==> src/rtl/regs_uart_fifo_pkg.sv <==
`default_nettype none
// ============================================================================
// Module      : uart_regs_pkg
// Description : Shared constants for the UART APB register block: register
//               offsets, CTRL/STAT/IER bit positions, divisor reset value,
//               read-FSM state encoding and a count-to-byte helper.
// Ports       : none (package)
// Revision    : 1.0 - initial release
// ============================================================================
package uart_regs_pkg;

  // Register offsets (paddr[4:0])
  localparam logic [4:0] c_OFF_CTRL   = 5'h00;
  localparam logic [4:0] c_OFF_DIV    = 5'h04;
  localparam logic [4:0] c_OFF_STAT   = 5'h08;
  localparam logic [4:0] c_OFF_TXDATA = 5'h0C;
  localparam logic [4:0] c_OFF_RXDATA = 5'h10;
  localparam logic [4:0] c_OFF_IER    = 5'h14;

  // CTRL bits
  localparam int c_CTRL_EN    = 0;
  localparam int c_CTRL_TXCLR = 1;
  localparam int c_CTRL_RXCLR = 2;

  // STAT bits / fields
  localparam int c_STAT_TBUSY     = 0;
  localparam int c_STAT_RXNE      = 1;
  localparam int c_STAT_TXFULL    = 2;
  localparam int c_STAT_TXEMPTY   = 3;
  localparam int c_STAT_OVF       = 4;
  localparam int c_STAT_RXCNT_LSB = 8;
  localparam int c_STAT_TXCNT_LSB = 16;

  // IER bits; the order matches the interrupt source vector {OVF, TXEMPTY, RXNE}
  localparam int c_IER_RXNE    = 0;
  localparam int c_IER_TXEMPTY = 1;
  localparam int c_IER_OVF     = 2;

  localparam logic [15:0] c_DIV_RST = 16'd868;

  // Read FSM encoding
  typedef logic [0:0] rd_state_t;
  localparam rd_state_t c_RD_IDLE = 1'b0;
  localparam rd_state_t c_RD_WAIT = 1'b1;

  // A 256-deep FIFO has a 9-bit count; the 8-bit STAT field saturates.
  function automatic logic [7:0] cnt_byte(input logic [8:0] cnt);
    return cnt[8] ? 8'hFF : cnt[7:0];
  endfunction

endpackage
`default_nettype wire

==> src/rtl/uart_sync_fifo.sv <==
`default_nettype none
// ============================================================================
// Module      : uart_sync_fifo
// Description : Single-clock FIFO with binary wrap pointers (one extra MSB),
//               combinational head data, flush input with top priority.
// Ports       : clk, rst_n       - clock, async active-low reset
//               i_push, i_wdata  - write request and data
//               i_pop            - read request (head advances)
//               i_clr            - flush, wins over push/pop
//               o_rdata          - head entry (valid when !o_empty)
//               o_full, o_empty  - status
//               o_count          - occupancy, wptr - rptr
// Revision    : 1.0 - initial release
// ============================================================================
module uart_sync_fifo #(
  parameter int WIDTH = 8,
  parameter int DEPTH = 8
) (
  input  logic                    clk,
  input  logic                    rst_n,
  input  logic                    i_push,
  input  logic [WIDTH-1:0]        i_wdata,
  input  logic                    i_pop,
  input  logic                    i_clr,
  output logic [WIDTH-1:0]        o_rdata,
  output logic                    o_full,
  output logic                    o_empty,
  output logic [$clog2(DEPTH):0]  o_count
);

  localparam int AW = $clog2(DEPTH);

  logic [AW:0]      r_wptr;
  logic [AW:0]      r_rptr;
  logic [WIDTH-1:0] r_mem [DEPTH];
  logic             w_do_push;
  logic             w_do_pop;

  assign o_count = r_wptr - r_rptr;
  assign o_empty = (r_wptr == r_rptr);
  assign o_full  = (r_wptr[AW-1:0] == r_rptr[AW-1:0]) && (r_wptr[AW] != r_rptr[AW]);
  assign o_rdata = r_mem[r_rptr[AW-1:0]];

  assign w_do_pop  = i_pop & ~o_empty;
  // A push into a full FIFO is accepted when the head leaves in the same cycle.
  assign w_do_push = i_push & (~o_full | w_do_pop);

  always_ff @(posedge clk or negedge rst_n) begin
    if (!rst_n) begin
      r_wptr <= '0;
      r_rptr <= '0;
    end else if (i_clr) begin
      r_wptr <= '0;
      r_rptr <= '0;
    end else begin
      if (w_do_push) r_wptr <= r_wptr + 1'b1;
      if (w_do_pop)  r_rptr <= r_rptr + 1'b1;
    end
  end

  always_ff @(posedge clk) begin
    if (w_do_push && !i_clr) r_mem[r_wptr[AW-1:0]] <= i_wdata;
  end

endmodule
`default_nettype wire

==> src/rtl/regs_uart_fifo.sv <==
`default_nettype none
// ============================================================================
// Module      : regs_uart_fifo
// Description : APB3 CSR block for the UART: CTRL, DIV, STAT, TXDATA, RXDATA,
//               IER. TX/RX byte FIFOs towards the core, sticky RX overflow,
//               registered maskable level interrupt. Writes complete with no
//               wait state, reads with one wait state.
// Ports       : clk, rst_n                   - clock, async active-low reset
//               psel/penable/pwrite/paddr/pwdata/pstrb - APB request
//               prdata/pready/pslverr        - APB response
//               uart_en_out, uart_div_out    - core configuration
//               tx_valid/tx_data/tx_ready    - TX byte stream to core
//               tx_busy_in                   - core is shifting a frame
//               rx_valid/rx_data             - RX byte stream from core
//               irq                          - level interrupt
// Revision    : 1.0 - initial release
// ============================================================================
module regs_uart_fifo
  import uart_regs_pkg::*;
#(
  parameter int               ADDR_W     = 32,
  parameter int               DATA_W     = 32,
  parameter int               STRB_W     = DATA_W / 8,
  parameter int               FIFO_DEPTH = 8,
  parameter int               DIV_W      = 16,
  parameter logic [DIV_W-1:0] DIV_RST    = DIV_W'(c_DIV_RST)
) (
  input  logic              clk,
  input  logic              rst_n,
  input  logic              psel,
  input  logic              penable,
  input  logic              pwrite,
  input  logic [ADDR_W-1:0] paddr,
  input  logic [DATA_W-1:0] pwdata,
  input  logic [STRB_W-1:0] pstrb,
  output logic [DATA_W-1:0] prdata,
  output logic              pready,
  output logic              pslverr,
  output logic              uart_en_out,
  output logic [DIV_W-1:0]  uart_div_out,
  output logic              tx_valid,
  output logic [7:0]        tx_data,
  input  logic              tx_ready,
  input  logic              tx_busy_in,
  input  logic              rx_valid,
  input  logic [7:0]        rx_data,
  output logic              irq
);

  localparam int CW = $clog2(FIFO_DEPTH) + 1;

  // Registers
  rd_state_t        r_state;
  rd_state_t        w_state_nxt;
  logic [DATA_W-1:0] r_rdata;
  logic              r_rd_err;
  logic              r_en;
  logic [DIV_W-1:0]  r_div;
  logic [2:0]        r_ier;
  logic              r_ovf;
  logic              r_irq;

  // Decode
  logic [4:0]        w_off;
  logic              w_addr_ok;
  logic              w_wr;
  logic              w_rd_start;
  logic              w_ctrl_wr;
  logic              w_div_wr;
  logic              w_ier_wr;
  logic              w_ovf_clr;
  logic [DIV_W-1:0]  w_div_mask;

  // FIFO side
  logic              w_tx_push, w_tx_pop, w_tx_clr, w_tx_full, w_tx_empty;
  logic [7:0]        w_tx_head;
  logic [CW-1:0]     w_tx_cnt;
  logic              w_rx_push, w_rx_pop, w_rx_clr, w_rx_full, w_rx_empty;
  logic [7:0]        w_rx_head;
  logic [CW-1:0]     w_rx_cnt;
  logic              w_ovf_set;
  logic              w_tx_valid;

  logic [DATA_W-1:0] w_stat;
  logic [DATA_W-1:0] w_rdata;
  logic [2:0]        w_irq_src;
  logic              w_unused;

  assign w_unused = ^{paddr, pwdata, pstrb};

  assign w_off      = paddr[4:0];
  assign w_addr_ok  = (w_off == c_OFF_CTRL)   || (w_off == c_OFF_DIV)    ||
                      (w_off == c_OFF_STAT)   || (w_off == c_OFF_TXDATA) ||
                      (w_off == c_OFF_RXDATA) || (w_off == c_OFF_IER);
  assign w_wr       = psel & penable & pwrite;
  assign w_rd_start = psel & penable & ~pwrite & (r_state == c_RD_IDLE);

  assign w_ctrl_wr = w_wr & (w_off == c_OFF_CTRL) & pstrb[0];
  assign w_div_wr  = w_wr & (w_off == c_OFF_DIV);
  assign w_ier_wr  = w_wr & (w_off == c_OFF_IER) & pstrb[0];
  assign w_ovf_clr = w_wr & (w_off == c_OFF_STAT) & pstrb[0] & pwdata[c_STAT_OVF];

  // Per-byte write mask for the divisor
  for (genvar b = 0; b < (DIV_W + 7) / 8; b++) begin : g_div_mask
    localparam int LO = b * 8;
    localparam int HI = ((LO + 8) > DIV_W) ? DIV_W : (LO + 8);
    assign w_div_mask[HI-1:LO] = {(HI - LO){pstrb[b]}};
  end

  // ---------------------------------------------------------------- TX path
  assign w_tx_valid = r_en & ~w_tx_empty;
  assign w_tx_push  = w_wr & (w_off == c_OFF_TXDATA) & pstrb[0] & ~w_tx_full;
  assign w_tx_pop   = w_tx_valid & tx_ready;
  assign w_tx_clr   = w_ctrl_wr & pwdata[c_CTRL_TXCLR];

  uart_sync_fifo #(.WIDTH(8), .DEPTH(FIFO_DEPTH)) u_tx_fifo (
    .clk     (clk),
    .rst_n   (rst_n),
    .i_push  (w_tx_push),
    .i_wdata (pwdata[7:0]),
    .i_pop   (w_tx_pop),
    .i_clr   (w_tx_clr),
    .o_rdata (w_tx_head),
    .o_full  (w_tx_full),
    .o_empty (w_tx_empty),
    .o_count (w_tx_cnt)
  );

  // ---------------------------------------------------------------- RX path
  assign w_rx_push = rx_valid & r_en;
  assign w_rx_pop  = w_rd_start & (w_off == c_OFF_RXDATA) & ~w_rx_empty;
  assign w_rx_clr  = w_ctrl_wr & pwdata[c_CTRL_RXCLR];
  // Byte lost only if no slot frees up this cycle.
  assign w_ovf_set = w_rx_push & w_rx_full & ~w_rx_pop;

  uart_sync_fifo #(.WIDTH(8), .DEPTH(FIFO_DEPTH)) u_rx_fifo (
    .clk     (clk),
    .rst_n   (rst_n),
    .i_push  (w_rx_push),
    .i_wdata (rx_data),
    .i_pop   (w_rx_pop),
    .i_clr   (w_rx_clr),
    .o_rdata (w_rx_head),
    .o_full  (w_rx_full),
    .o_empty (w_rx_empty),
    .o_count (w_rx_cnt)
  );

  // --------------------------------------------------------- CSR registers
  always_ff @(posedge clk or negedge rst_n) begin
    if (!rst_n) begin
      r_en  <= 1'b0;
      r_div <= DIV_RST;
      r_ier <= '0;
      r_ovf <= 1'b0;
      r_irq <= 1'b0;
    end else begin
      if (w_ctrl_wr) r_en  <= pwdata[c_CTRL_EN];
      if (w_div_wr)  r_div <= (r_div & ~w_div_mask) | (pwdata[DIV_W-1:0] & w_div_mask);
      if (w_ier_wr)  r_ier <= pwdata[2:0];
      // Set has priority over the W1C clear.
      if (w_ovf_set)      r_ovf <= 1'b1;
      else if (w_ovf_clr) r_ovf <= 1'b0;
      r_irq <= |(r_ier & w_irq_src);
    end
  end

  assign w_irq_src = {r_ovf, w_tx_empty, ~w_rx_empty};

  always_comb begin
    w_stat = '0;
    w_stat[c_STAT_TBUSY]   = tx_busy_in | w_tx_valid;
    w_stat[c_STAT_RXNE]    = ~w_rx_empty;
    w_stat[c_STAT_TXFULL]  = w_tx_full;
    w_stat[c_STAT_TXEMPTY] = w_tx_empty;
    w_stat[c_STAT_OVF]     = r_ovf;
    w_stat[c_STAT_RXCNT_LSB +: 8] = cnt_byte(9'(w_rx_cnt));
    w_stat[c_STAT_TXCNT_LSB +: 8] = cnt_byte(9'(w_tx_cnt));
  end

  always_comb begin
    w_rdata = '0;
    case (w_off)
      c_OFF_CTRL:   w_rdata[c_CTRL_EN] = r_en;
      c_OFF_DIV:    w_rdata = DATA_W'(r_div);
      c_OFF_STAT:   w_rdata = w_stat;
      c_OFF_RXDATA: w_rdata = w_rx_empty ? '0 : DATA_W'(w_rx_head);
      c_OFF_IER:    w_rdata[2:0] = r_ier;
      default:      w_rdata = '0;
    endcase
  end

  // ------------------------------------------------------------- read FSM
  always_ff @(posedge clk or negedge rst_n) begin
    if (!rst_n) begin
      r_state  <= c_RD_IDLE;
      r_rdata  <= '0;
      r_rd_err <= 1'b0;
    end else begin
      r_state <= w_state_nxt;
      if (w_rd_start) begin
        r_rdata  <= w_rdata;
        r_rd_err <= ~w_addr_ok;
      end
    end
  end

  always_comb begin
    w_state_nxt = r_state;
    case (r_state)
      c_RD_IDLE: if (w_rd_start) w_state_nxt = c_RD_WAIT;
      c_RD_WAIT: w_state_nxt = c_RD_IDLE;
      default:   w_state_nxt = c_RD_IDLE;
    endcase
  end

  // pready is forced high while reset is asserted, even if the bus still
  // holds a read access.
  always_comb begin
    pready  = ~rst_n | ~w_rd_start;
    prdata  = (r_state == c_RD_WAIT) ? r_rdata : '0;
    pslverr = (w_wr & (~w_addr_ok | ((w_off == c_OFF_TXDATA) & w_tx_full))) |
              ((r_state == c_RD_WAIT) & r_rd_err);
  end

  assign uart_en_out  = r_en;
  assign uart_div_out = r_div;
  assign tx_valid     = w_tx_valid;
  assign tx_data      = w_tx_head;
  assign irq          = r_irq;

endmodule
`default_nettype wire
==> config.mk <==
export PLATFORM = sky130hd
export DESIGN_NAME = regs_uart_fifo
export DESIGN_NICKNAME = d
export VERILOG_FILES = /design/src/rtl/regs_uart_fifo_pkg.sv /design/src/rtl/uart_sync_fifo.sv /design/src/rtl/regs_uart_fifo.sv
export SDC_FILE = /design/constraint.sdc
export NUM_CORES = 1
export LEC_CHECK = 0
export CAP_MARGIN = 20
export CORE_ASPECT_RATIO = 0.75
export CORE_MARGIN = 5
export CORE_UTILIZATION = 48
export DETAILED_ROUTE_END_ITERATION = 16
export PLACE_DENSITY = 0.76
export SLEW_MARGIN = 0
export SYNTH_ARGS = -nofsm -noshare
export SYNTH_HDL_FRONTEND = slang
export SYNTH_HIERARCHICAL = 1
export SYNTH_SLANG_ARGS = --single-unit
==> constraint.sdc <==
create_clock -name clk -period 4.2 [get_ports clk]
set_input_delay 0.84 -clock clk [delete_from_list [all_inputs] [get_ports clk]]
set_output_delay 0.84 -clock clk [all_outputs]
set_load 0.05 [all_outputs]
==> run metrics <==
DR vias 5239; Worst Hold Class reg -> reg; Synth Instances 593; post-synthesis mux area share 12.3%; Yosys cell types 57; Starting Density 48.3%; final-layout fill cell count 1365; Final Hold Slack 467 ps; PortBufs 87; min Tclk post-route 3630 ps; clk buf depth 2; Max Cap Viol 0; Placer Congestion 0.871; post-CTS setup repair buffer count 0; Peak VDD IR 0.282 mV; layout cell share with drive strength beyond 1 17.8%; post-synthesis compound-gate area fraction 4.53%; post-cts resize count 0; Slew @ Worst Pin 828 ps; Synth Register Bits 188; r2r setup slk 780 ps; top post-synthesis cells by area edfxtp_1 46%, dfrtp_1 16%, mux4_2 8.8%; number of global-route vias before repair 5266; Slew HR 44.6%; Hold EP r_rdata[17]; R2R depth 11; synthesized area 8430 µm²; dpl cell area 9620 µm²; EDFF count, synth 128; drt wl/cell 19.1 µm; CTS Hold Bufs 0; Final Power 4.53 mW; final setup vio count 0; largest family of logic cells by synthesized area multiplexers; Async SR Flop Fraction 31.9%; final worst setup slack 568 ps; RSZ-0062 raised after global routing no; Final Max Slew Viols 0; final period utilization 86.5%; CTS H-Tree Depth 4; global route overflow 0; worst-path maximum fanout 8; startpoint types flip-flop; placed cells 923; Top FF cell, synth edfxtp_1; count leader, synth edfxtp_1; share of the synthesized area in the top cell type 45.6%; PwrDens 447 nW/µm²; dpl hpwl 12.8 mm; YS warnings 6; clock insertion delay at the later pin of the skew report 430 ps; xor-xnor portion of the synthesized cell area 2.15%; WHS Path Cells 2; Place WS 519 ps; Reg2Reg Launch Point u_rx_fifo/r_rptr[2]; TritonRoute pass-1 iters 5; DRT iter0 DRCs 417; fmax 275 MHz; register area share after synthesis 63.5%; most frequent cells after synthesis 128 x edfxtp_1, 89 x nand2_1, 55 x dfrtp_1; DRC viols 0; antenna cells 0; largest net degree at the start of global routing 61; first-pass GRT wire length 28.9 mm; Die Footprint 20300 µm²; Leak Pwr 3.82 nW; vias per cell 5.49; post-route cell area 10100 µm²; Final Hold Violating Endpoints 0; Critical Path AT 2790 ps; Hold Startpoint r_rdata[17]; TritonCTS clock tree yes; core region area 17400 µm²; Die Y 125 µm; initial antenna violation count 0; Finished Layout Cells 954; simple-gate share of the synthesized area 12.1%; critical path class reg -> out; Root Buffer clkbuf_16; IO Pins 145; clk_skew 10.4 ps; layout net count 796; status finished, final reports clean; CP required 3360 ps; CTS clk-pin slew, worst paths 70 ps; Antenna Nets Post-Route 0; GRT Total Usage 18.4%; Die Wd 163 µm; adder-cell share of the synthesized area 1.96%; Setup crit end kind primary output; R2R Path End u_rx_fifo/r_mem[6][0]; WL final 18.2 mm; largest area contributor in the netlist edfxtp_1; clk sinks 188; Area Overhead vs Synth 20.4%; TritonCTS Buffers 17; placement row count 42; Setup TNS Final 0 ps; Final Util 58.2%; syn avg cell area 14.2 µm²
layout by cell type, fill, tap and decap left out, drive strengths merged, types with 2 or more instances in the layout:
cell type,instances
inv,21
a32o,3
nor4,6
a22oi,9
o21ai,19
a21o,2
nor2b,5
o211ai,2
a221o,2
xor2,8
or4bb,2
dfrtp,55
or3,4
and4,2
edfxtp,128
nand2,89
nor3,5
dfstp,5
and3,5
nand3,20
fa,2
and2,26
conb,12
mux2i,2
buf,30
mux4,33
clkbuf,20
nand3b,5
nor2,35
ha,10
o31ai,2
clkdlybuf4s50,84
mux2,21
a31oi,2
clkinv,7
xnor2,11
a21oi,8
critical path: stages, from the launching register on:
cell	delay (ps)
dfrtp_1	430
inv_1	120
ha_1	330
nand3_1	280
nor2_1	170
nor2b_1	190
clkdlybuf4s50_1	840
state kept, by name (all words and copies together) (netlist names), named ones only:
| signal | count |
|---|---|
| u_rx_fifo/r_wptr | 4 |
| u_tx_fifo/r_mem | 64 |
| u_rx_fifo/r_mem | 64 |
| u_tx_fifo/r_rptr | 4 |
| uart_en_out | 1 |
| r_state | 1 |
| r_ovf | 1 |
| r_rdata | 20 |
| u_rx_fifo/r_rptr | 4 |
| r_rd_err | 1 |
| irq | 1 |
| u_tx_fifo/r_wptr | 4 |
| r_ier | 3 |
cell type report:
type / instances / area [µm²] / area share [%]
sequential: 188 / 5350 / 52.7
clock inverter: 11 / 88.8 / 0.876
tap: 242 / 303 / 2.98
multi-input combinational: 361 / 2830 / 27.8
inverter: 18 / 67.6 / 0.666
timing repair buffer: 114 / 1070 / 10.6
clock buffer: 20 / 437 / 4.30
how the worst max path moves through the flow:
stage | endpoint | startpoint | cells after the start
floorplan | u_tx_fifo/r_mem[7][0] | u_tx_fifo/r_rptr[1] | 10
global placement | u_rx_fifo/r_mem[2][3] | paddr[3] | 7
detailed placement | u_rx_fifo/r_mem[6][3] | paddr[3] | 8
CTS | tx_valid | u_tx_fifo/r_rptr[2] | 6
global route | tx_valid | u_tx_fifo/r_rptr[2] | 6
finish | tx_valid | u_tx_fifo/r_wptr[0] | 6
cells by family after synthesis:
group                      count (synthesis)
xor gates and xnor gates                  19
DFF                                      188
other                                      1
buffers and inverters                     55
muxes                                     56
adders and majority gates                 12
AOI/OAI and AO/OA                         54
and+or+nand+nor                          208
power breakdown:
part	leakage (nW)	internal [mW]	switching, mW
logic	1.63	0.411	0.588
registers	1.93	2.03	0.0548
clock network	0.255	0.764	0.683
total	3.82	3.20	1.33
layer usage:
metal	routed length, µm	track usage [%]	vias to the layer above
met5	0	0	-
met4	289	4.68	0
met3	1290	4.40	27
met2	8820	28.8	199
met1	7780	26.1	2649
li1	-	-	2364
No activity file was read; power rests on OpenSTA's default activity.
==> variant 1: new RTL, config.mk and constraints unchanged <==
`c_DIV_RST`: 16'd868 -> 16'd512.
--- a/src/rtl/regs_uart_fifo_pkg.sv
+++ b/src/rtl/regs_uart_fifo_pkg.sv
@@ -36,7 +36,7 @@
   localparam int c_IER_TXEMPTY = 1;
   localparam int c_IER_OVF     = 2;
 
-  localparam logic [15:0] c_DIV_RST = 16'd868;
+  localparam logic [15:0] c_DIV_RST = 16'd512;
 
   // Read FSM encoding
   typedef logic [0:0] rd_state_t;
Formal check against the unedited RTL: not equivalent (a bounded check fails within 4 cycles, from zero or initial values and one cycle with rst_n low).
==> variant 1 against the original RTL <==
Fmax decreased by 9.1%. Area after synthesis about the same. Sequential cell count unchanged. Worst setup slack lost 0.36 ns. Wire length grew 0.38%. Final area rose by 0.68%. Total power is 2.9% higher. Critical path type unchanged. Largest power group unchanged. Highest routed layer unchanged.
==> variant 1: results (changes against the original RTL) <==
| Metric | Value |
|---|---|
| Top sig layer | `met4` |
| Commonest cells in the netlist | `128 x edfxtp_1, 89 x nand2_1, 59 x dfrtp_1, 34 x nor2_1, 33 x mux4_2` |
| CTS resizes | `0 (unchanged)` |
| NonClk Buf Share | `10.5% (-0.047 points)` |
| GR met3 Demand/Resource | `3.90% (-0.50 points)` |
| Post-synthesis mux area share | `12.3% (about the same)` |
| Routed vias | `5258 (+0.36%)` |
| RR Endpoint | `u_tx_fifo/r_mem[5][4]` |
| Yosys warnings | `6 (unchanged)` |
| WHS Endpoint | `r_rdata[14]` |
| Worst slew pin tran | `0.809 ns (-0.0194 ns)` |
| Clk tree area frac | `5.84% (+0.66 points)` |
| Layout cell share with drive strength beyond 1 | `17.8% (-0.025 points)` |
| Total number of sequential cells | `188 (unchanged)` |
| CP max FO | `10 (+2)` |
| Crit path launch | `u_tx_fifo/r_rptr[2]` |
| Peak supply drop | `288 uV (+2.4%)` |
| Metal1 wirelength | `7940 um (+2.1%)` |
| GRT Util Overall | `18.6% (+0.22 points)` |
| GR Layer Usage met1 | `25.5% (-0.56 points)` |
| XOR/XNOR Fraction of Synth Area | `2.15% (about the same)` |
| Worst r2r path cells | `10 (-1)` |
| Worst r2r src | `u_tx_fifo/r_rptr[2]` |
| Post-Synth Adder-Cell Area | `1.96% (about the same)` |
| Worst Hold Depth | `2 (unchanged)` |
| Vias in the first global route | `5347 (+1.5%)` |
| Initial DRC count | `435 (+4.3%)` |
| Status | `completed` |
| CP max-delay cell | `clkdlybuf4s50_1` |
| Worst EP arrival | `3.16 ns (+0.37 ns)` |
| HP Start | `r_rdata[14]` |
| Metal2 WL | `9210 um (+4.4%)` |
| DP Wirelength | `12800 um (-0.22%)` |
| FILL cells | `1363 (-0.15%)` |
| Max stage delay on crit path | `0.81 ns (-0.03 ns)` |
| Drt total wl | `18200 um (+0.38%)` |
| Leakage power | `3.87 nW (+1.1%)` |
| Sw frac | `30.4% (+1.2 points)` |
| Sequential fraction of the synthesis area | `63.5% (about the same)` |
| R2R Setup Slk | `0.71 ns (-0.07 ns)` |
| Synth area leaders | `edfxtp_1 46%, dfrtp_1 18%, mux4_2 8.8%` |
| Post-Route Skew | `0.0115 ns (+0.00113 ns)` |
| Ys async rst share | `31.9% (unchanged)` |
| Reg area | `5350 um^2 (about the same)` |
| Largest net degree at the start of global routing | `61 (unchanged)` |
| Grt met2 use | `30.3% (+1.6 points)` |
| GPL Wtd Cong | `0.895 (+2.7%)` |
| H-tree depth | `4 (unchanged)` |
| Crit path to | `pslverr` |
| DR WL met3 | `896 um (-30%)` |
| #MultiIn Comb | `361 (unchanged)` |
| Global route overflow | `0 (unchanged)` |
| First-pass GRT wire length | `29200 um (+1.3%)` |
| CTS Buffer Depth | `2 (unchanged)` |
| Complex-gate fraction of the synthesized area | `4.53% (about the same)` |
| Worst hold path type | `register to register` |
## variant 1: cell types whose count changed after synthesis, sizes merged
cell   change
dfstp      -4
dfrtp      +4
## variant 1: power groups by stage
stage	combinational (mW)	sequential [mW]	clock, mW
2_1_floorplan	0.686	2.13	0
3_3_place_gp	0.967	2.12	0
3_5_place_dp	0.993	2.12	0
4_1_cts	1.01	2.08	1.61
5_1_grt	1.08	2.09	1.69
6_report	1.00	2.08	1.58
## variant 1: metrics by stage
stage	setup WS, ns	std cells	hold slack (ns)	power [mW]	cell area [um^2]
floorplan	0.0259	604	0.431	2.82	8460
global route	0.0753	955	0.499	4.87	10200
detailed placement	0.514	923	0.449	3.12	9620
global placement	0.387	921	0.447	3.08	9610
finish	0.204	955	0.459	4.66	10200
CTS	0.170	955	0.466	4.70	10200
==> variant 2: new RTL, same flow settings <==
Without the edit above. Reset style: synchronous (`rst_n`), changed in 3 clocked blocks. Comments in the files are not updated.
--- a/src/rtl/uart_sync_fifo.sv
+++ b/src/rtl/uart_sync_fifo.sv
@@ -45,7 +45,7 @@
   // A push into a full FIFO is accepted when the head leaves in the same cycle.
   assign w_do_push = i_push & (~o_full | w_do_pop);
 
-  always_ff @(posedge clk or negedge rst_n) begin
+  always_ff @(posedge clk) begin
     if (!rst_n) begin
       r_wptr <= '0;
       r_rptr <= '0;
--- a/src/rtl/regs_uart_fifo.sv
+++ b/src/rtl/regs_uart_fifo.sv
@@ -147,7 +147,7 @@
   );
 
   // --------------------------------------------------------- CSR registers
-  always_ff @(posedge clk or negedge rst_n) begin
+  always_ff @(posedge clk) begin
     if (!rst_n) begin
       r_en  <= 1'b0;
       r_div <= DIV_RST;
@@ -191,7 +191,7 @@
   end
 
   // ------------------------------------------------------------- read FSM
-  always_ff @(posedge clk or negedge rst_n) begin
+  always_ff @(posedge clk) begin
     if (!rst_n) begin
       r_state  <= c_RD_IDLE;
       r_rdata  <= '0;
Function: differs if rst_n is asserted again (counterexample within 4 cycles, from zero or initial values and one cycle with rst_n low); with rst_n held inactive, the same outputs for 4 cycles.
==> variant 2 against the original RTL <==
Utilization grew 0.17 points. Critical endpoint unchanged. Area after synthesis grew 0.16%. Final cell count shrank 0.10%. Worst setup slack lost 0.11 ns. Sequential cell count grew 6. Wire length grew 1.8%. Final area grew 0.30%.
Power is not compared: it rests on default switching activity, and its combinational part moved more than twofold at a synthesized area within 25%.
==> variant 2: results (changes against the original RTL) <==
| Metric | Value |
|---|---|
| Commonest cells in the netlist | `128 x edfxtp_1, 66 x dfxtp_1, 54 x nor2_1, 35 x nand2_1, 25 x and2_1` |
| RR Endpoint | `u_tx_fifo/r_mem[1][3]` |
| Sequential fraction of the synthesis area | `61.2% (-2.3 points)` |
| Avg WL per Cell | `19.4 um (+1.9%)` |
| Routed vias | `5314 (+1.4%)` |
| Ys async rst share | `0% (-32 points)` |
| GPL Wtd Cong | `0.872 (+0.10%)` |
| Worst r2r src | `u_tx_fifo/r_wptr[0]` |
| Cell variety after synth | `62 (+8.8%)` |
| Pre-antenna DRT Iters | `6 (+1)` |
| R2R Setup Slk | `0.64 ns (-0.14 ns)` |
| Antenna violations before repair | `0 (unchanged)` |
| Max stage delay on crit path | `0.84 ns (about the same)` |
| HP Start | `r_rdata[12]` |
| Post-Route Skew | `0.0113 ns (+0.000933 ns)` |
| Max_slew headroom | `41.5% (-3.1 points)` |
| GRT Util Overall | `18.7% (+0.31 points)` |
| Largest net degree at the start of global routing | `27 (-56%)` |
| Layout cell share with drive strength beyond 1 | `13.5% (-4.3 points)` |
| Final nets | `794 (-0.25%)` |
| Worst r2r path cells | `10 (-1)` |
| First-pass GRT wire length | `29300 um (+1.6%)` |
| Status | `completed` |
| WHS Endpoint | `r_rdata[12]` |
| FILL cells | `1344 (-1.5%)` |
| DP Wirelength | `13100 um (+2.5%)` |
| Synth area leaders | `edfxtp_1 46%, dfxtp_1 16%, mux4_1 6.2%` |
| Initial DRC count | `461 (+11%)` |
| Pre-CTS WS | `0.517 ns (-0.00240 ns)` |
## variant 2: cell types whose count changed after synthesis, sizes merged, moves of 8 or more
cell,change
nand2,-54
mux2i,+22
dfrtp,-55
dfxtp,+66
a22o,+8
nor2,+19
## variant 2: per-stage QoR
stage / util [%] / instance area, um^2 / power, mW / cells / hold slack [ns]
final: 58.3 / 10200 / 3.76 / 953 / 0.451
after global placement: 54.9 / 9580 / 2.20 / 920 / 0.435
after CTS: 58.3 / 10200 / 3.79 / 953 / 0.449
after floorplan: - / 8480 / 2.14 / 607 / 0.417
after global routing: 58.3 / 10200 / 3.89 / 953 / 0.474
after detailed placement: 54.9 / 9590 / 2.21 / 921 / 0.442
## variant 2: cells by family (layout without fill, tap and decap cells)
group / Yosys count / after routing / synth area share (%)
AO/OA/AOI/OAI: 64 / 64 / 5.31
XOR/XNOR: 19 / 19 / 2.15
adder cells (fa/ha/maj): 12 / 12 / 1.96
buffers and inverters: 58 / 162 / 3.77
flip-flops: 194 / 194 / 61.2
multiplexers: 73 / 73 / 14.7
other: 1 / 12 / 0.0444
AND/OR/NAND/NOR: 175 / 175 / 10.9
## variant 2: metal layers
metal  share of wire (%)  routed length [um]  vias to the layer above  global-route usage (%)
met3                 8.4                1550                       12                    5.33
met5                   0                   0                        -                       0
met4                0.75                 138                        0                    4.88
met1                  45                8380                     2638                    27.1
li1                    -                   -                     2424                       -
met2                  46                8440                      240                    27.8
## variant 2: how the worst max path moves through the flow
stage	slack [ns]	startpoint	endpoint	depth (start not counted)
CTS	0.46	u_tx_fifo/r_wptr[0]	tx_valid	6
floorplan	0.64	u_tx_fifo/r_wptr[0]	u_tx_fifo/r_mem[4][0]	9
global placement	0.50	paddr[1]	u_tx_fifo/r_mem[4][6]	6
detailed placement	0.52	paddr[1]	u_tx_fifo/r_mem[1][3]	7
global route	0.36	u_tx_fifo/r_wptr[0]	tx_valid	6
finish	0.46	u_tx_fifo/r_wptr[0]	tx_valid	6
## variant 2: power by group
| group | switching (mW) | internal, mW |
|---|---|---|
| clock | 0.744 | 0.851 |
| combinational | 0.0889 | 0.0470 |
| sequential | 0.00112 | 2.03 |
## variant 2: tightest hold or removal path, cell delays in order (launching register included)
cell and delay, ns:
dfxtp_1 0.31, nand2_1 0.05, a21oi_1 0.05
## variant 2: final cells by class
class                   instances  area (um^2)  area share [%]
inverters                      18         67.6           0.664
well taps                     242          303            2.98
clock buffers                  18          429            4.22
multi-input cells             355         3000            29.5
flip-flops and latches        194         5160            50.8
repair buffers                112         1050            10.4
clock inverters                14          160            1.57
